[src/rtl/counter_arbiter_if.sv]
// Bus between timer clients and the shared interval counter: requests and
// durations in; grant, completion pulse and live count out.
interface counter_arbiter_if #(
  parameter int N_REQ = 4,
  parameter int WIDTH = 8
);
  logic                   clr;
  logic [N_REQ-1:0]       req;
  logic [N_REQ*WIDTH-1:0] dur;
  logic [N_REQ-1:0]       gnt;
  logic [N_REQ-1:0]       done;
  logic                   busy;
  logic [WIDTH-1:0]       cnt;

  modport master (output clr, req, dur, input gnt, done, busy, cnt);
  modport slave  (input clr, req, dur, output gnt, done, busy, cnt);
endinterface

[src/rtl/counter_arbiter.sv]
// Shares one WIDTH-bit interval counter among N_REQ requesters, one at a time.
// Define COUNTER_ARB_FIXED_PRIO_EN for fixed lowest-index priority instead of round-robin.
module counter_arbiter #(
  parameter int N_REQ = 4,
  parameter int WIDTH = 8
) (
  input logic              clk,
  input logic              rst,
  counter_arbiter_if.slave bus
);
  localparam int IDX_W = (N_REQ > 1) ? $clog2(N_REQ) : 1;

  typedef enum logic {IDLE, RUN} state_t;

  state_t           state, state_nxt;
  logic [N_REQ-1:0] gnt, gnt_nxt, done, done_nxt;
  logic [WIDTH-1:0] cnt, cnt_nxt, dur_q, dur_nxt;
  logic [IDX_W-1:0] idx, idx_nxt, win;
  logic [WIDTH-1:0] dur_arr [N_REQ];

  for (genvar i = 0; i < N_REQ; i++) begin : g_dur
    assign dur_arr[i] = bus.dur[i*WIDTH +: WIDTH];
  end

`ifdef COUNTER_ARB_FIXED_PRIO_EN
  always_comb begin
    win = '0;
    for (int k = N_REQ-1; k >= 0; k--)
      if (bus.req[IDX_W'(k)]) win = IDX_W'(k);
  end
`else
  logic [IDX_W-1:0] rr_ptr, rr_nxt, idx_inc;

  assign idx_inc = (int'(idx) == N_REQ-1) ? '0 : idx + IDX_W'(1);
  // Pointer advances past the owner whenever RUN is left (done or cancel).
  assign rr_nxt  = (state == RUN && state_nxt == IDLE) ? idx_inc : rr_ptr;

  // Scan from the farthest offset down so the nearest set bit at/after rr_ptr wins.
  always_comb begin
    logic [IDX_W-1:0] j;
    win = '0;
    j   = '0;
    for (int k = N_REQ-1; k >= 0; k--) begin
      j = IDX_W'((int'(rr_ptr) + k) % N_REQ);
      if (bus.req[j]) win = j;
    end
  end

  always_ff @(posedge clk or posedge rst)
    if (rst) rr_ptr <= '0;
    else     rr_ptr <= rr_nxt;
`endif

  always_comb begin
    state_nxt = state;
    gnt_nxt   = gnt;
    done_nxt  = '0;
    cnt_nxt   = cnt;
    dur_nxt   = dur_q;
    idx_nxt   = idx;
    case (state)
      IDLE: if (|bus.req && !bus.clr) begin
        state_nxt = RUN;
        gnt_nxt   = N_REQ'(1) << win;
        dur_nxt   = dur_arr[win];
        cnt_nxt   = '0;
        idx_nxt   = win;
      end
      RUN: begin
        if (bus.clr || !bus.req[idx]) begin
          state_nxt = IDLE;
          gnt_nxt   = '0;
          cnt_nxt   = '0;
        end else if (cnt == dur_q) begin
          state_nxt = IDLE;
          gnt_nxt   = '0;
          cnt_nxt   = '0;
          done_nxt  = gnt;
        end else begin
          cnt_nxt = cnt + WIDTH'(1);
        end
      end
      default: state_nxt = IDLE;
    endcase
  end

  always_ff @(posedge clk or posedge rst) begin
    if (rst) begin
      state <= IDLE;
      gnt   <= '0;
      done  <= '0;
      cnt   <= '0;
      dur_q <= '0;
      idx   <= '0;
    end else begin
      state <= state_nxt;
      gnt   <= gnt_nxt;
      done  <= done_nxt;
      cnt   <= cnt_nxt;
      dur_q <= dur_nxt;
      idx   <= idx_nxt;
    end
  end

  assign bus.gnt  = gnt;
  assign bus.done = done;
  assign bus.busy = (state == RUN);
  assign bus.cnt  = cnt;
endmodule
[src/flat_wrapper.sv]
// flat-port wrapper written by rule: the top's interface ports become plain ports
module counter_arbiter_flat 
#(
  parameter int N_REQ = 4,
  parameter int WIDTH = 8
)
  (clk, rst, bus_clr, bus_req, bus_dur, bus_gnt, bus_done, bus_busy, bus_cnt);
  counter_arbiter_if #(.N_REQ(N_REQ), .WIDTH(WIDTH)) bus_i ();
  input logic clk;
  input logic rst;
  input wire logic [$bits(bus_i.clr)-1:0] bus_clr;
  input wire logic [$bits(bus_i.req)-1:0] bus_req;
  input wire logic [$bits(bus_i.dur)-1:0] bus_dur;
  output wire logic [$bits(bus_i.gnt)-1:0] bus_gnt;
  output wire logic [$bits(bus_i.done)-1:0] bus_done;
  output wire logic [$bits(bus_i.busy)-1:0] bus_busy;
  output wire logic [$bits(bus_i.cnt)-1:0] bus_cnt;
  assign bus_i.clr = bus_clr;
  assign bus_i.req = bus_req;
  assign bus_i.dur = bus_dur;
  assign bus_gnt = bus_i.gnt;
  assign bus_done = bus_i.done;
  assign bus_busy = bus_i.busy;
  assign bus_cnt = bus_i.cnt;
  counter_arbiter #(.N_REQ(N_REQ), .WIDTH(WIDTH)) u_core (.clk(clk), .rst(rst), .bus(bus_i));
endmodule
[config.mk]
export PLATFORM = sky130hd
export DESIGN_NAME = counter_arbiter_flat
export DESIGN_NICKNAME = d
export VERILOG_FILES = /design/src/rtl/counter_arbiter_if.sv /design/src/rtl/counter_arbiter.sv /design/src/flat_wrapper.sv
export SDC_FILE = /design/constraint.sdc
export NUM_CORES = 1
export LEC_CHECK = 0
export ABC_AREA = 1
export BUFFER_PORTS_ARGS = -buffer_cell sky130_fd_sc_hd__buf_2
export CAP_MARGIN = 20
export CORE_MARGIN = 2
export CORE_UTILIZATION = 46
export DETAILED_ROUTE_END_ITERATION = 10
export PLACE_DENSITY = 0.86
export SETUP_SLACK_MARGIN = 0.5
export SYNTH_ARGS = -nofsm -noshare
export SYNTH_HDL_FRONTEND = slang
export SYNTH_SLANG_ARGS = --single-unit
[constraint.sdc]
create_clock -name clk -period 1.6 [get_ports clk]
set_input_delay 0.16 -clock clk [delete_from_list [all_inputs] [get_ports clk]]
set_output_delay 0.16 -clock clk [all_outputs]
set_load 0.03 [all_outputs]
==> results of run 1 <==
==> worst paths after layout <==
kind                       slack, ns                end  depth (start not counted)
min reg2reg                     0.51    u_core.dur_q[4]                          2
max in group asynchronous       0.83  u_core.bus.cnt[2]                          4
max reg2reg                    -0.38    u_core.dur_q[7]                         14
max                            -0.38    u_core.dur_q[7]                         14
min in group asynchronous       0.46  u_core.bus.gnt[2]                          4
min                             0.26    u_core.dur_q[1]                          7
==> worst max-delay path, cell delays in order, from the launching register on <==
cell and delay, ns:
dfrtp_2 0.46, inv_1 0.12, nand2_1 0.13, nand3_2 0.11, nand2_2 0.11, nand3_4 0.09, nand2_4 0.10, nand2_8 0.09
buf_12 0.15, nand3_1 0.09, nand2_1 0.09, nand2_1 0.09, nand2_1 0.06, nand2_1 0.10, nand2_1 0.08
==> state kept, by name, indices dropped and copies added (netlist names) <==
register / cells
u_core.dur_q: 8
u_core.bus.busy: 1
u_core.bus.cnt: 8
u_core.bus.done: 4
u_core.bus.gnt: 4
u_core.rr_ptr: 2
u_core.idx: 2
==> metal layers <==
layer,vias up,track usage
met5,-,0
met4,0,0.0612
met3,49,0.0600
met2,185,0.461
met1,1079,0.303
li1,1027,-
==> kinds of logic after synthesis <==
| group | synth area share |
|---|---|
| compound gates | 0.0714 |
| xor+xnor | 0.0707 |
| fa+ha+maj | 0.0135 |
| buf+inv | 0.102 |
| flops | 0.391 |
| simple gates | 0.352 |
==> per-stage QoR <==
stage | setup slack (ns) | utilization | setup TNS (ns)
3_5_place_dp | -0.172 | 0.584 | -1.63
6_report | -0.384 | 0.761 | -3.33
4_1_cts | -0.133 | 0.676 | -0.950
2_1_floorplan | 0.0143 | - | 0
3_3_place_gp | -0.108 | 0.584 | -0.855
5_1_grt | -0.422 | 0.761 | -4.27
==> cell usage in the layout, fill, tap and decap left out, drive strengths merged <==
cell type and instances:
xnor2 6, o22ai 6, nand3b 1, nor3 8, inv 36, dlygate4sd3 1, o21ai 10, clkinv 1
dfrtp 29, o31ai 1, a21oi 4, clkbuf 10, nor2 2, a41o 1, nand2 99, ha 2
o211ai 1, buf 89, xor2 9, nand3 42
==> repair_timing <==
item / in CTS / in global routing
cloned: 1 / 3
setup buffers: 12 / 12
hold endpoints to repair: 29 / 0
pin swaps: 13 / 19
hold buffers: 1 / 0
resized for setup: 47 / 44
endpoints found under the setup margin: 30 / 36
==> cells in the mapped netlist <==
master | instances | area, um^2
buf_4 | 2 | 15.0
o21ai_1 | 1 | 5.00
nor3_1 | 8 | 40.0
nor2_1 | 2 | 7.51
nand3_1 | 39 | 195
o22ai_1 | 6 | 37.5
clkinv_1 | 1 | 3.75
xnor2_1 | 6 | 52.6
a21oi_1 | 4 | 20.0
ha_1 | 2 | 25.0
inv_1 | 36 | 135
buf_6 | 2 | 22.5
xor2_1 | 9 | 78.8
nand3_2 | 2 | 20.0
o211ai_1 | 1 | 7.51
o21ai_0 | 9 | 45.0
nand2_1 | 96 | 360
clkbuf_1 | 1 | 3.75
buf_2 | 2 | 10.0
nand3b_1 | 1 | 7.51
a41o_1 | 1 | 10.0
nand2_4 | 2 | 22.5
o31ai_1 | 1 | 7.51
dfrtp_1 | 29 | 726
==> layout make-up <==
class / count / area [um^2]
tap: 50 / 62.6
clock buffer: 8 / 80.1
multi-input combinational: 192 / 1260
fill: 248 / 942
timing repair buffer: 92 / 719
sequential: 29 / 741
inverter: 37 / 140
==> power by group <==
group | internal, mW | total [mW] | switching [mW]
Clock | 0.309 | 0.611 | 0.302
Combinational | 1.69 | 4.14 | 2.45
Sequential | 0.945 | 1.18 | 0.235
Total | 2.94 | 5.93 | 2.99
==> results.cfg, run 1 <==
[setup_path]
arrival_ns = 2.15
cp-start-kind = flop
regToRegStartpoint = u_core.rr_ptr[0]
required_ns = 1.76
cp_max_fo = 8
startpoint = u_core.rr_ptr[0]
criticalPathCategory = flop to flop
setup.worst_path.end_class = flop

[die]
core_area_um2 = 3940
start_util = 0.471
die_area_um2 = 4560
fp.dieW_um = 67.6
ios = 56
rows = 23
die_y_um = 67.6

[route]
drt_pass1_iterations = 5
route.met2.wl_um = 3560
drt-total-wl_um = 7220
wl_per_cell_um = 17.7
top_layer = met4
ant_nets = 0
m1WireLength_um = 2570
drt_iter0_drc = 176
drc_errors = 0
wl_met3_um = 632
via_per_inst = 5.74
vias = 2340

[global_route]
gr-total-overflow = 0
grt_pass1_vias = 1945
grt_usage = 0.255
grt_pass1_wl_um = 8680
antenna_found_initial = 0
grt_max_degree = 30

[logic_synthesis]
synthesis.area_um2 = 1860
ys_seq_area_frac = 0.391
syn-num-nets = 304
synth.avg_cell_area_um2 = 7.06
syn-instance-count = 263
synthDistinctLibCells = 24
ys_seq_elements = 29
ys_warn_count = 0

[sta]
slew_violations = 0
slew-limit-headroom = 0.748
fmax_mhz = 504
finalClockSkew_ns = 0.0176
setup_ws_ns = -0.384
period_needed_ns = 1.98
finalHoldViolCount = 0
grt_setup_unrepaired = true
hold_slack_ns = 0.260
setup_viol = 14
tightestPinTransition_ns = 0.378
period_share = 1.24

[final_layout]
fin_area_um2 = 3000
nNetsFinal = 398
drive_gt1_frac = 0.447
diodes = 0
area_delta_synth_final_pct = 61.5
layout.cells.non_filler = 408

[flow_run]
maxCapViolations = 0

[placed_design]
dpl.cell_count = 371
place.port_buffers = 55
dpl_cell_area_um2 = 2300
dpl.hpwl_um = 3390
place_congestion = 0.804

[clock_network]
cts_sinks = 29
cts_buffer_depth = 2
cts-buffers-inserted = 5
worstSkewPairLatency_ns = 0.30
cts.clk_slew.worst_paths_ns = 0.07
clock-root-buffer = clkbuf_8
cts_tree = done
h-tree-depth = 2

[power]
p_per_area_nw_per_um2 = 1980
peakVddDrop_mv = 1.02
power.leakage_nw = 1.59
total_power_mw = 5.93

[min_path]
hp-class = primary input to flop
min_from = bus_dur[25]

[status]
failed_checks = negative setup slack
status = complete, but fails checks
No activity file was read; power rests on OpenSTA's default activity.
==> run 2: changes to the inputs <==
CORE_UTILIZATION = 40   (was 46)
PLACE_DENSITY = 0.76   (was 0.86)
clock period = 2.2 ns   (was 1.6 ns; I/O delays follow)
==> run 2 against run 1 <==
  * The run now ends clean
  * Cell count down 5.6%
  * Worst hold slack worse by 0.26 ns
  * Clock power down 30%
  * Largest cell class unchanged
  * Sequential power down 29%
  * Fmax up 10%
  * Clock skew down 0.014 ns
  * Final area down 16%
  * Critical path type unchanged
  * Combinational power down 43%
==> results.cfg, run 2 (synthesis results as in run 1) <==
[global_route]
grt_max_degree = 30
met1_usage = 0.258
grt_pass1_wl_um = 8230
grt_usage = 0.201
gr-total-overflow = 0
grt_pass1_vias = 1824
use_met3 = 0.0347
use_met2 = 0.339
antenna_found_initial = 0
top_usage_layer = met2

[final_layout]
multi_input_area_um2 = 1110
area_delta_synth_final_pct = 34.9
nNetsFinal = 374
register_area_um2 = 727
mostFrequentLayoutCells = nand2_1, buf_2, nand3_1
fillers = 397
diodes = 0
reg_top3 = u_core.bus.cnt x8, u_core.dur_q x8
drive_gt1_frac = 0.300
final_common_cell = nand2_1

[clock_network]
cts_hold_buf = 0
cts_sinks = 29
cts.clk_slew.worst_paths_ns = 0.06
h-tree-depth = 2
worstSkewPairLatency_ns = 0.27
clock-root-buffer = clkbuf_8
cts_buffer_depth = 2
cts_tree = done
cts-buffers-inserted = 5

[sta]
tightestPinTransition_ns = 0.408
setup_viol = 0
fmax_mhz = 554
slew-limit-headroom = 0.728
setup-tns-final_ns = 0
period_needed_ns = 1.80
finalHoldViolCount = 0
slew_violations = 0
grt_setup_unrepaired = true
period_share = 0.820
hold_slack_ns = 0.00169
finalClockSkew_ns = 0.00311

[setup_path]
criticalPathCategory = flop to flop
setup.worst_path.end_class = flop
arrival_ns = 1.97
r2r_cells = 13
cp_max_fo = 7
cp-start-kind = flop
rrSetupSlack_ns = 0.40
regToRegStartpoint = u_core.rr_ptr[0]
required_ns = 2.37
regToRegEndpoint = u_core.dur_q[4]

[status]
status = finished clean

[die]
start_util = 0.421
die_y_um = 72.2
ios = 56
core_area_um2 = 4410
fp.dieW_um = 72.2
rows = 24
die_area_um2 = 5210

[power]
p_switching_mw = 1.80
combinationalPowerShare = 0.649
power.leakage_nw = 1.40
p_per_area_nw_per_um2 = 1440
clockPowerShare = 0.119
internal-power_mw = 1.82
peakVddDrop_mv = 0.822
seqPwrFrac = 0.232
p_sw_frac = 0.498

[route]
wl_per_cell_um = 13.2
ant_nets = 0
via_per_inst = 5.19
vias = 2000
drt_pass1_iterations = 4
drc_errors = 0
drt-total-wl_um = 5060
drt_iter0_drc = 218

[placed_design]
place_congestion = 0.825
dpl.hpwl_um = 3290
place.port_buffers = 55

[flow_run]
maxCapViolations = 0

[min_path]
hp-class = primary input to asynchronous set/reset pin
## run 2: changes by cell type in the layout (fill, tap and decap cells not counted), sizes merged
cell,delta
clkbuf,-3
nand2,+2
dlygate4sd3,-1
buf,-24
nand3,+1
## run 2: timing repair
item                       4_1_cts  5_1_grt
pin swaps                        8        4
gates cloned                     4        1
buffers inserted                 5        2
resized for setup               22       16
setup endpoints to repair       13       25
## run 2: worst max-delay path, cell delays in order, from the launching register on
cell,delay (ns)
dfrtp_2,0.47
inv_1,0.11
nand2_1,0.10
nand3_1,0.13
nand2_1,0.11
inv_4,0.11
nand2_4,0.09
nand2_8,0.14
buf_12,0.11
nand3_1,0.07
nand3_1,0.10
nand2_1,0.06
nand2_1,0.05
nand2_1,0.05
## run 2: metrics by stage
stage	util	worst slack (ns)	instances	total power [mW]	instance area (um^2)
2_1_floorplan	-	0.579	263	2.19	1860
3_3_place_gp	0.491	0.284	366	2.43	2170
3_5_place_dp	0.491	0.169	366	2.47	2170
4_1_cts	0.545	0.498	382	3.34	2410
5_1_grt	0.568	0.277	385	3.94	2510
6_report	0.568	0.396	385	3.62	2510
## run 2: how the worst max path moves through the flow
stage / startpoint / endpoint / slack, ns
detailed placement: u_core.rr_ptr[0] / u_core.dur_q[5] / 0.17
global route: u_core.rr_ptr[0] / u_core.dur_q[3] / 0.28
floorplan: u_core.rr_ptr[0] / u_core.dur_q[0] / 0.58
CTS: u_core.rr_ptr[0] / u_core.dur_q[7] / 0.50
finish: u_core.rr_ptr[0] / u_core.dur_q[4] / 0.40
global placement: u_core.rr_ptr[0] / u_core.dur_q[3] / 0.28
## run 2: routing by layer
metal | vias to the layer above | share of wire
li1 | 988 | -
met1 | 934 | 0.43
met2 | 72 | 0.50
met3 | 6 | 0.056
met4 | 0 | 0.013
met5 | - | 0
## run 2: power groups by stage
stage               Sequential (mW)  Clock [mW]  Combinational, mW
floorplan                     0.864           0               1.33
global placement              0.839           0               1.59
CTS                           0.826       0.439               2.08
detailed placement            0.846           0               1.63
finish                        0.841       0.430               2.35
global route                  0.861       0.464               2.62
## run 2: area by class of cell
class	count	area share
inverter	37	0.0584
tap	52	0.0259
sequential	29	0.290
multi-input combinational	195	0.442
clock buffer	7	0.0344
timing repair buffer	65	0.149
